<file path="src/rtl/hdmi_audio_pkg.sv">
// Shared types and constants for the HDMI audio scheduler.
package hdmi_audio_pkg;

  typedef enum logic [2:0] {
    MUTED,
    PRIMING,
    ARMED,
    RUNNING,
    FLUSH
  } state_t;

  localparam logic [7:0] UNDERRUN_MAX = 8'd255;

  // Accumulator width: holds values up to 2*CLK_FREQ_HZ without overflow.
  function automatic int acc_width(input int clk_freq_hz);
    return $clog2(clk_freq_hz) + 2;
  endfunction

endpackage

</file>
<file path="src/rtl/hdmi_audio_scheduler_if.sv">
// Producer sample stream into the scheduler.
// Handshake: a sample transfers on a rising clock edge where s_valid and
// s_ready are both 1; the producer holds s_left/s_right stable while s_valid
// is high, and s_ready never depends on s_valid.
interface hdmi_audio_scheduler_if #(
  parameter int W = 16
) ();
  logic         s_valid;
  logic         s_ready;
  logic [W-1:0] s_left;
  logic [W-1:0] s_right;

  modport master (output s_valid, output s_left, output s_right, input s_ready);
  modport slave  (input s_valid, input s_left, input s_right, output s_ready);
endinterface

</file>
<file path="src/rtl/hdmi_audio_scheduler_fifo.sv">
// Small synchronous FIFO of packed {right,left} samples with a registered
// read port. rd_data holds its value when no pop occurs, which gives the
// scheduler its hold-last-word behaviour on underrun for free.
module audio_sample_fifo #(
  parameter int W     = 16,
  parameter int DEPTH = 4
) (
  input  logic                     clk,
  input  logic                     rst,
  input  logic                     push,
  input  logic                     pop,
  input  logic                     flush,
  input  logic                     clear,
  input  logic [2*W-1:0]           wr_data,
  output logic [2*W-1:0]           rd_data,
  output logic                     full,
  output logic                     empty,
  output logic [$clog2(DEPTH):0]   count
);
  localparam int PW = $clog2(DEPTH);

  logic [2*W-1:0] mem [DEPTH];
  logic [PW-1:0]  wr_ptr;
  logic [PW-1:0]  rd_ptr;
  logic           do_push;
  logic           do_pop;

  assign full    = (count == (PW+1)'(DEPTH));
  assign empty   = (count == '0);
  assign do_pop  = pop && !empty && !flush;
  assign do_push = push && (!full || do_pop) && !flush;

  // Storage array; no reset needed since count gates every read.
  always_ff @(posedge clk) begin
    if (do_push) mem[wr_ptr] <= wr_data;
  end

  // Pointers, occupancy and the registered read word.
  always_ff @(posedge clk) begin
    if (rst) begin
      wr_ptr  <= '0;
      rd_ptr  <= '0;
      count   <= '0;
      rd_data <= '0;
    end else begin
      if (clear) rd_data <= '0;
      else if (do_pop) rd_data <= mem[rd_ptr];
      if (flush) begin
        wr_ptr <= '0;
        rd_ptr <= '0;
        count  <= '0;
      end else begin
        if (do_push) wr_ptr <= wr_ptr + 1'b1;
        if (do_pop)  rd_ptr <= rd_ptr + 1'b1;
        case ({do_push, do_pop})
          2'b10:   count <= count + 1'b1;
          2'b01:   count <= count - 1'b1;
          default: count <= count;
        endcase
      end
    end
  end
endmodule

</file>
<file path="src/rtl/hdmi_audio_scheduler.sv">
// Paces audio into the HDMI output block: fractional accumulator generates
// clk_audio from clk_pixel, a FIFO buffers producer samples, and a small FSM
// gates include_audio on frame boundaries. The word changes only when
// clk_audio falls so it is stable at the rising edge the HDMI core samples.
module hdmi_audio_scheduler
  import hdmi_audio_pkg::*;
#(
  parameter int CLK_FREQ_HZ     = 25_200_000,
  parameter int AUDIO_RATE      = 44100,
  parameter int AUDIO_BIT_WIDTH = 16,
  parameter int FIFO_DEPTH      = 4,
  parameter int PRIME_LEVEL     = 2
) (
  input  logic                       clk_pixel,
  input  logic                       reset,
  input  logic                       audio_enable,
  input  logic                       frame_start,
  hdmi_audio_scheduler_if.slave      s,
  output logic                       clk_audio,
  output logic [AUDIO_BIT_WIDTH-1:0] audio_sample_word [2],
  output logic                       include_audio,
  output logic [7:0]                 underrun_count,
  output state_t                     state
);
  localparam int ACC_W = acc_width(CLK_FREQ_HZ);
  localparam int CW    = $clog2(FIFO_DEPTH) + 1;
  localparam logic [ACC_W-1:0] STEP  = ACC_W'(2 * AUDIO_RATE);
  localparam logic [ACC_W-1:0] LIMIT = ACC_W'(CLK_FREQ_HZ);

  logic [ACC_W-1:0] acc;
  logic [ACC_W-1:0] sum;
  logic             wrap;
  logic             fall_tick;

  state_t           next_state;
  logic             stop_pending;
  logic             next_stop;
  logic             next_include;
  logic [7:0]       next_under;

  logic             push;
  logic             pop;
  logic             flush;
  logic             clear;
  logic             full;
  logic             empty;
  logic [CW-1:0]    count;
  logic [2*AUDIO_BIT_WIDTH-1:0] rd_data;

  assign sum       = acc + STEP;
  assign wrap      = (sum >= LIMIT);
  assign fall_tick = wrap && clk_audio;

  assign s.s_ready = !reset && !full && (state != FLUSH);
  assign push      = s.s_valid && s.s_ready;

  assign audio_sample_word[0] = rd_data[AUDIO_BIT_WIDTH-1:0];
  assign audio_sample_word[1] = rd_data[2*AUDIO_BIT_WIDTH-1:AUDIO_BIT_WIDTH];

  // Fractional clock divider; runs in every state so clk_audio never stops.
  always_ff @(posedge clk_pixel) begin
    if (reset) begin
      acc       <= '0;
      clk_audio <= 1'b0;
    end else begin
      acc <= wrap ? (sum - LIMIT) : sum;
      if (wrap) clk_audio <= ~clk_audio;
    end
  end

  audio_sample_fifo #(
    .W     (AUDIO_BIT_WIDTH),
    .DEPTH (FIFO_DEPTH)
  ) u_fifo (
    .clk     (clk_pixel),
    .rst     (reset),
    .push    (push),
    .pop     (pop),
    .flush   (flush),
    .clear   (clear),
    .wr_data ({s.s_right, s.s_left}),
    .rd_data (rd_data),
    .full    (full),
    .empty   (empty),
    .count   (count)
  );

  // Scheduler state and its registered outputs.
  always_ff @(posedge clk_pixel) begin
    if (reset) begin
      state          <= MUTED;
      include_audio  <= 1'b0;
      stop_pending   <= 1'b0;
      underrun_count <= '0;
    end else begin
      state          <= next_state;
      include_audio  <= next_include;
      stop_pending   <= next_stop;
      underrun_count <= next_under;
    end
  end

  // Next-state and FIFO control decisions.
  always_comb begin
    next_state   = state;
    next_include = include_audio;
    next_stop    = stop_pending;
    next_under   = underrun_count;
    pop          = 1'b0;
    clear        = 1'b0;
    flush        = 1'b0;
    case (state)
      MUTED: begin
        if (fall_tick) clear = 1'b1;
        if (audio_enable) next_state = PRIMING;
      end
      PRIMING: begin
        if (!audio_enable) next_state = FLUSH;
        else if (count >= CW'(PRIME_LEVEL)) next_state = ARMED;
      end
      ARMED: begin
        if (!audio_enable) next_state = FLUSH;
        else if (frame_start) begin
          next_include = 1'b1;
          next_state   = RUNNING;
        end
      end
      RUNNING: begin
        if (fall_tick) begin
          if (!empty) pop = 1'b1;
          else if (underrun_count != UNDERRUN_MAX) next_under = underrun_count + 8'd1;
        end
        // Stopping waits for a frame boundary so the HDMI core never sees
        // audio switched off mid-frame.
        if (frame_start && stop_pending) begin
          next_include = 1'b0;
          next_stop    = 1'b0;
          next_state   = FLUSH;
        end else if (!audio_enable) begin
          next_stop = 1'b1;
        end
      end
      FLUSH: begin
        flush      = 1'b1;
        next_state = MUTED;
      end
      default: next_state = MUTED;
    endcase
  end
endmodule
</file>
<file path="src/flat_wrapper.sv">
// flat-port wrapper written by rule: the top's interface ports become plain ports
module hdmi_audio_scheduler_flat import hdmi_audio_pkg::*;
#(
  parameter int CLK_FREQ_HZ     = 25_200_000,
  parameter int AUDIO_RATE      = 44100,
  parameter int AUDIO_BIT_WIDTH = 16,
  parameter int FIFO_DEPTH      = 4,
  parameter int PRIME_LEVEL     = 2
)
  (clk_pixel, reset, audio_enable, frame_start, clk_audio, audio_sample_word, include_audio, underrun_count, state, s_s_valid, s_s_left, s_s_right, s_s_ready);
  hdmi_audio_scheduler_if s_i ();
  input  logic clk_pixel;
  input  logic reset;
  input  logic audio_enable;
  input  logic frame_start;
  output logic clk_audio;
  output logic [AUDIO_BIT_WIDTH-1:0] audio_sample_word[2];
  output logic include_audio;
  output logic [7:0] underrun_count;
  output state_t state;
  input wire logic [$bits(s_i.s_valid)-1:0] s_s_valid;
  input wire logic [$bits(s_i.s_left)-1:0] s_s_left;
  input wire logic [$bits(s_i.s_right)-1:0] s_s_right;
  output wire logic [$bits(s_i.s_ready)-1:0] s_s_ready;
  assign s_i.s_valid = s_s_valid;
  assign s_i.s_left = s_s_left;
  assign s_i.s_right = s_s_right;
  assign s_s_ready = s_i.s_ready;
  hdmi_audio_scheduler #(.CLK_FREQ_HZ(CLK_FREQ_HZ), .AUDIO_RATE(AUDIO_RATE), .AUDIO_BIT_WIDTH(AUDIO_BIT_WIDTH), .FIFO_DEPTH(FIFO_DEPTH), .PRIME_LEVEL(PRIME_LEVEL)) u_core (.clk_pixel(clk_pixel), .reset(reset), .audio_enable(audio_enable), .frame_start(frame_start), .s(s_i), .clk_audio(clk_audio), .audio_sample_word(audio_sample_word), .include_audio(include_audio), .underrun_count(underrun_count), .state(state));
endmodule
</file>
<file path="config.mk">
export PLATFORM = sky130hd
export DESIGN_NAME = hdmi_audio_scheduler_flat
export DESIGN_NICKNAME = d
export VERILOG_FILES = /design/src/rtl/hdmi_audio_pkg.sv /design/src/rtl/hdmi_audio_scheduler_if.sv /design/src/rtl/hdmi_audio_scheduler_fifo.sv /design/src/rtl/hdmi_audio_scheduler.sv /design/src/flat_wrapper.sv
export SDC_FILE = /design/constraint.sdc
export NUM_CORES = 1
export LEC_CHECK = 0
export CAP_MARGIN = 20
export CORE_MARGIN = 1.5
export CORE_UTILIZATION = 34
export DETAILED_ROUTE_END_ITERATION = 16
export PLACE_DENSITY_LB_ADDON = 0.15
export SLEW_MARGIN = 20
export SYNTH_ARGS = -nofsm -noshare
export SYNTH_HDL_FRONTEND = slang
export SYNTH_SLANG_ARGS = --single-unit
</file>
<file path="constraint.sdc">
create_clock -name clk_pixel -period 5.4 [get_ports clk_pixel]
set_clock_uncertainty 0.15 [all_clocks]
set_input_delay 0.54 -clock clk_pixel [delete_from_list [all_inputs] [get_ports clk_pixel]]
set_output_delay 0.54 -clock clk_pixel [all_outputs]
set_load 0.005 [all_outputs]
</file>
-- After elaboration in Yosys (flattened, before gate mapping)
Memories as Yosys holds them, arrays and structs flattened. A register that Yosys moved wholly into a read port is not among the register bits.
Index checks and enable logic that the tools add are counted.
- add/subtract/negate cells: 7
- multiply operators: 0
- divide/modulo/power cells: 0
- $lt $le $gt $ge: 2
- eq/ne operators: 16
- shift-type cells: 0
- mux-type cells: 23
- bitwise logic cells: 1
- reduce and logical (&&, ||, !) cells: 24
- operators with widths (kind ; number):
    adder 27 x 17 -> 27 bit, second input constant ; 1
    >= comparator 27 x 25 -> 1 bit, second input constant ; 1
    two-way mux 27 bit ; 1
    subtractor 27 x 25 -> 27 bit, second input constant ; 1
    two-way mux 3 bit ; 6
    two-way mux 1 bit ; 13
    case mux 3 bit (4 select lines) ; 1
    AND reduction 4 bit ; 3
    logical AND 1 bit ; 9
    adder 8 x 1 -> 8 bit, second input constant ; 1
    inequality test 8 bit, second input constant ; 1
    == test 3 x 2 -> 1 bit, second input constant ; 2
    == test 3 bit, second input constant ; 2
    zero test 3 bit ; 2
    inequality test 2 bit, second input constant ; 3
    inequality test 3 bit, second input constant ; 2
    case mux 3 bit (2 select lines) ; 1
    adder 2 x 1 -> 2 bit, second input constant ; 2
    zero test 1 bit ; 4
    inequality test 2 x 1 -> 1 bit, second input constant ; 2
    nonzero test 2 bit ; 2
    OR reduction 2 bit ; 2
    adder 3 x 1 -> 3 bit, second input constant ; 1
    == test 3 x 1 -> 1 bit, second input constant ; 1
    9 further kinds ; 9
- register bits after elaboration: 48
- bits in latches: 0
- memory bits (writable): 128
- memory bits (read-only): 0
- input bits: 37
- output and inout port bits: 46
- word-level logic and storage cells: 83
- memories: 1
- memories (name ; words ; width ; read ports ; clocked after memory_dff ; write ports ; RTL line ; RTL):
    u_core.u_fifo.mem ; 4 ; 32 ; 1 ; 1 ; 1 ; hdmi_audio_scheduler_fifo.sv:22 ; logic [2*W-1:0] mem [DEPTH];

-- Longest topological paths before layout
- word-level depth: 12
- mapped depth: 18
- mapped depth without buffers: 17

-- Cells and area by module
A second synthesis with hierarchy kept.
- cell total of the unflattened synthesis: 639
- area, all modules: 8717.1 sq um
- modules (own cells, without submodules) (module ; times used ; cells each ; area an instance (sq um) ; sequential area each (sq um)):
    audio_sample_fifo ; 1 ; 330 ; 6165.9 ; 4624.4
    hdmi_audio_scheduler ; 1 ; 309 ; 2551.2 ; 760.7

-- Worst setup path after synthesis
No wires, ideal clock.
- path type: register -> register
- start: register u_core.acc[3]
- end: register u_core.u_fifo.count[2]
- setup time: 0.072 ns
- data arrival time: 4.061 ns
- required time: 5.178 ns
- slack: 1.116 ns
- stages on the path, launching flop included: 16
- buffers on the path: 1
- period minus slack after synthesis: 4.284 ns
- cells stage by stage: dfxtp_1 ha_1 a31oi_4 or4_4 a211oi_2 nor2_1 or4_4 o211a_4 buf_6 nor3_1 ha_1 inv_1 fa_1 xor2_1 or3_1 a21oi_1
- longest elaborated chain between the ends: 12
- elaborated cells between the ends (all ways): 14
- classes of those cells: add/sub: 1; order compare: 1; eq/ne: 2; mux: 3; reduce/logical: 7
- ends and longest elaborated chain (element ; RTL line ; RTL):
    start: declaration ; hdmi_audio_scheduler.sv:30 ; logic [ACC_W-1:0] acc;
    start signal: assignment ; hdmi_audio_scheduler.sv:66 ; acc <= wrap ? (sum - LIMIT) : sum;
    adder 27 x 17 -> 27 bit * ; hdmi_audio_scheduler.sv:50 ; assign sum = acc + STEP;
    >= comparator 27 x 25 -> 1 bit * ; hdmi_audio_scheduler.sv:51 ; assign wrap = (sum >= LIMIT);
    logical AND 1 bit * ; hdmi_audio_scheduler.sv:52 ; assign fall_tick = wrap && clk_audio;
    two-way mux 1 bit * ; hdmi_audio_scheduler.sv:129 ; if (fall_tick) begin
    two-way mux 1 bit * ; hdmi_audio_scheduler.sv:112 ; case (state)
    logical AND 1 bit * (2 in a row) ; hdmi_audio_scheduler_fifo.sv:30 ; assign do_pop = pop && !empty && !flush;
    net u_core.u_fifo.do_pop ; hdmi_audio_scheduler_fifo.sv:26 ; logic do_pop;
    logical OR 1 bit ; hdmi_audio_scheduler_fifo.sv:31 ; assign do_push = push && (!full || do_pop) && !flush;
    logical AND 1 bit (2 in a row) ; hdmi_audio_scheduler_fifo.sv:31 ;
    == test 2 x 1 -> 1 bit / == test 2 bit (equally long branches) ; hdmi_audio_scheduler_fifo.sv:55 ; case ({do_push, do_pop})
    case mux 3 bit (2 select lines) / nonzero test 2 bit (equally long branches) ; n/a ;
    end signal: assignment ; hdmi_audio_scheduler_fifo.sv:56 ; 2'b10: count <= count + 1'b1;
    end signal: assignment ; hdmi_audio_scheduler_fifo.sv:57 ; 2'b01: count <= count - 1'b1;
    end signal: assignment ; hdmi_audio_scheduler_fifo.sv:58 ; default: count <= count;
    end: declaration ; hdmi_audio_scheduler_fifo.sv:18 ; output logic [$clog2(DEPTH):0] count
The timed path passes the listed nets; every way through them passes the cells marked *.
A chain may end at the register's enable or synchronous reset.

-- Worst setup path in the final report
Same ends and word-level chain as after synthesis.

==> flow_summary.yaml <==
status:
  status: "complete, no violations"
clocking:
  cts_resized: 0
  worstSkewPairLatency_ns: 0.52
  clockBufferDepth: 3
  cts_tree: "done"
  numCtsBuffers: 23
  clock-root-buffer: "clkbuf_16"
  clkTransAtPathRegs_ns: 0.05
  cts_setup_buffers: 0
  cts_max_level: 1
  cts_hold_buf: 0
  cts_sinks: 205
placement:
  place_congestion: 0.852
  port_buffers: 82
  dp_hpwl_um: 12200
worst_setup_path:
  rrSetupSlack_ns: 0.82
  cp-endpoint: "u_core.u_fifo.count[2]"
  worstSetupPathType: "flop to flop"
  startpoint_type: "flop"
  crit_path_end_kind: "flop"
  r2r-start: "u_core.acc[3]"
  critPathLaunch: "u_core.acc[3]"
  crit_fanout: 24
  r2r_end: "u_core.u_fifo.count[2]"
  required_ns: 5.70
  reg2regPathDepth: 14
  arrival_ns: 4.87
power_and_ir_drop:
  clockPowerShare: 0.434
  sw_frac_of_total: 0.230
  pwr_density_cell_nw_per_um2: 336
  vdd_drop_max_uv: 182
  leakagePower_nw: 3.47
  p_sw_mw: 0.826
  share_comb_of_total_power: 0.080
  p_int_mw: 2.76
  pwr-share-seq: 0.486
grt:
  antenna_found_initial: 0
  overflow: 0
  grt_usage: 0.153
  grt_pass1_wl_um: 31600
  grt_max_degree: 44
  grt_pass1_vias: 5673
timing:
  slew_viol_final: 0
  fmax_mhz: 219
  setup_viol: 0
  rsz0062_at_grt: "false"
  final_hold_viol_count: 0
  period_share: 0.847
  fin_tns_setup_ns: 0
  tightest_slew_ns: 1.00
  whs_ns: 0.313
  max_slew_margin: 0.333
  fin_crit_ns: 4.58
logic_synthesis:
  synth_fp_nets: 691
  ys.flop_type: "edfxtp_1"
  yosys_warnings: 0
  synth_edf_count: 128
  syn_area_um2: 8780
  synth_common_cells: "edfxtp_1 (128), dfxtp_1 (77), nor2_1 (43), a32o_1 (32), mux4_2 (32)"
  synth_area_leader_cell: "edfxtp_1"
  syn_inst: 644
  async_reset_ff_frac: 0
  synth_area_leaders: "edfxtp_1 (44%), dfxtp_1 (18%), mux4_2 (8.2%)"
  synth_seq_cells: 205
  avgSynthCellArea_um2: 13.6
  synth_top_area_frac: 0.438
  ys_seq_area_frac: 0.613
  yosysMostFrequentCell: "edfxtp_1"
  synth_cell_types: 73
run:
  maxCapViolCount: 0
route:
  drc: 0
  routed_via_density: 5.36
  dr.pass1.iters: 5
  vias: 5716
  ant_nets: 0
  first_iter_violations: 274
  wire_per_inst_um: 18.8
  routed_wl_um: 20100
finish:
  nNetsFinal: 767
  areaGrowthSynthToFinish_pct: 21.7
  fillCellCount: 2304
  diodes: 0
  multi_input_area_um2: 3200
  regArea_um2: 5390
  drive_gt1_frac: 0.136
die:
  num_io_pins: 83
  core_um2: 25300
  placementRows: 58
  start_util: 0.348
  die-area_um2: 26800
  die_x_um: 164
  die_h_um: 164
min_path:
  hold_path_class: "flop to flop"
-- placed cells by master, fill, tap and decap left out, types with 12 or more instances in the layout --
master	instances
clkbuf_16	23
nor2_1	42
a32o_1	32
and3_1	12
nand2_1	29
nor3_1	20
o21ai_0	18
clkdlybuf4s50_1	82
dfxtp_1	75
mux4_2	32
inv_1	15
a21oi_1	22
xnor2_1	12
nand3_1	13
edfxtp_1	128
-- critical path, stage by stage, from the launching register on --
cell,delay (ns)
dfxtp_1,0.45
ha_1,0.36
a31oi_4,0.16
or4_4,0.56
a211oi_2,0.27
nor2_1,0.11
or4_4,0.56
o211a_4,0.35
nor3_1,0.27
ha_1,0.23
inv_1,0.06
fa_1,0.37
xor2_1,0.16
or3_1,0.30
a21oi_1,0.15
-- per-layer routing --
layer	global-route usage	wire length (µm)	share of wire
met1	0.194	8700	0.43
met2	0.259	9800	0.49
met3	0.0323	964	0.048
met4	0.0533	600	0.030
met5	0	0	0
-- cells by family after synthesis --
kind of cell             synth area share
AO/OA/AOI/OAI                       0.120
XOR/XNOR                           0.0209
adder cells (fa/ha/maj)            0.0151
buffers and inverters              0.0255
flip-flops                          0.613
multiplexers                       0.0983
AND/OR/NAND/NOR                     0.107
-- how the worst min path moves through the flow --
stage | start | end | slack (ns) | cells after the start
final | u_core.u_fifo.rd_data[25] | u_core.u_fifo.rd_data[25] | 0.31 | 1
after global routing | u_core.u_fifo.rd_data[26] | u_core.u_fifo.rd_data[26] | 0.33 | 1
after CTS | u_core.u_fifo.rd_data[30] | u_core.u_fifo.rd_data[30] | 0.32 | 1
after detailed placement | u_core.u_fifo.rd_data[30] | u_core.u_fifo.rd_data[30] | 0.30 | 1
after global placement | u_core.u_fifo.rd_data[30] | u_core.u_fifo.rd_data[30] | 0.30 | 1
after floorplan | u_core.u_fifo.rd_data[0] | u_core.u_fifo.rd_data[0] | 0.32 | 1
-- state kept, by name (all words and copies together) (netlist names) --
signal / cells
u_core.clk_audio: 1
u_core.underrun_count: 8
u_core.include_audio: 1
u_core.u_fifo.wr_ptr: 2
u_core.u_fifo.count: 3
u_core.state: 3
u_core.stop_pending: 1
u_core.u_fifo.rd_data: 32
u_core.u_fifo.rd_ptr: 2
u_core.u_fifo.mem: 128
u_core.acc: 24
-- layout make-up --
class                           count  share of cell area
Timing Repair Buffer               89              0.0817
Tap cell                          330              0.0386
Clock inverter                      5             0.00820
Sequential cell                   205               0.504
Inverter                           15             0.00527
Clock buffer                       37              0.0625
Multi-Input combinational cell    386               0.299
-- power groups by stage --
| stage | Sequential [mW] | Clock, mW | Combinational [mW] |
|---|---|---|---|
| finish | 1.74 | 1.56 | 0.287 |
| global route | 1.75 | 1.65 | 0.318 |
| CTS | 1.74 | 1.59 | 0.289 |
| detailed placement | 1.78 | 0 | 0.287 |
| global placement | 1.77 | 0 | 0.281 |
| floorplan | 1.76 | 0 | 0.201 |
-- per-stage QoR --
stage / worst slack, ns / power, mW / instances / cell area (µm²) / util
floorplan: 1.12 / 1.96 / 644 / 8780 / -
global placement: 0.944 / 2.05 / 1025 / 9930 / 0.393
detailed placement: 0.842 / 2.06 / 1025 / 9930 / 0.393
CTS: 0.801 / 3.63 / 1067 / 10700 / 0.423
global route: 0.425 / 3.72 / 1067 / 10700 / 0.423
finish: 0.824 / 3.59 / 1067 / 10700 / 0.423
No activity file was read; power rests on OpenSTA's default activity.
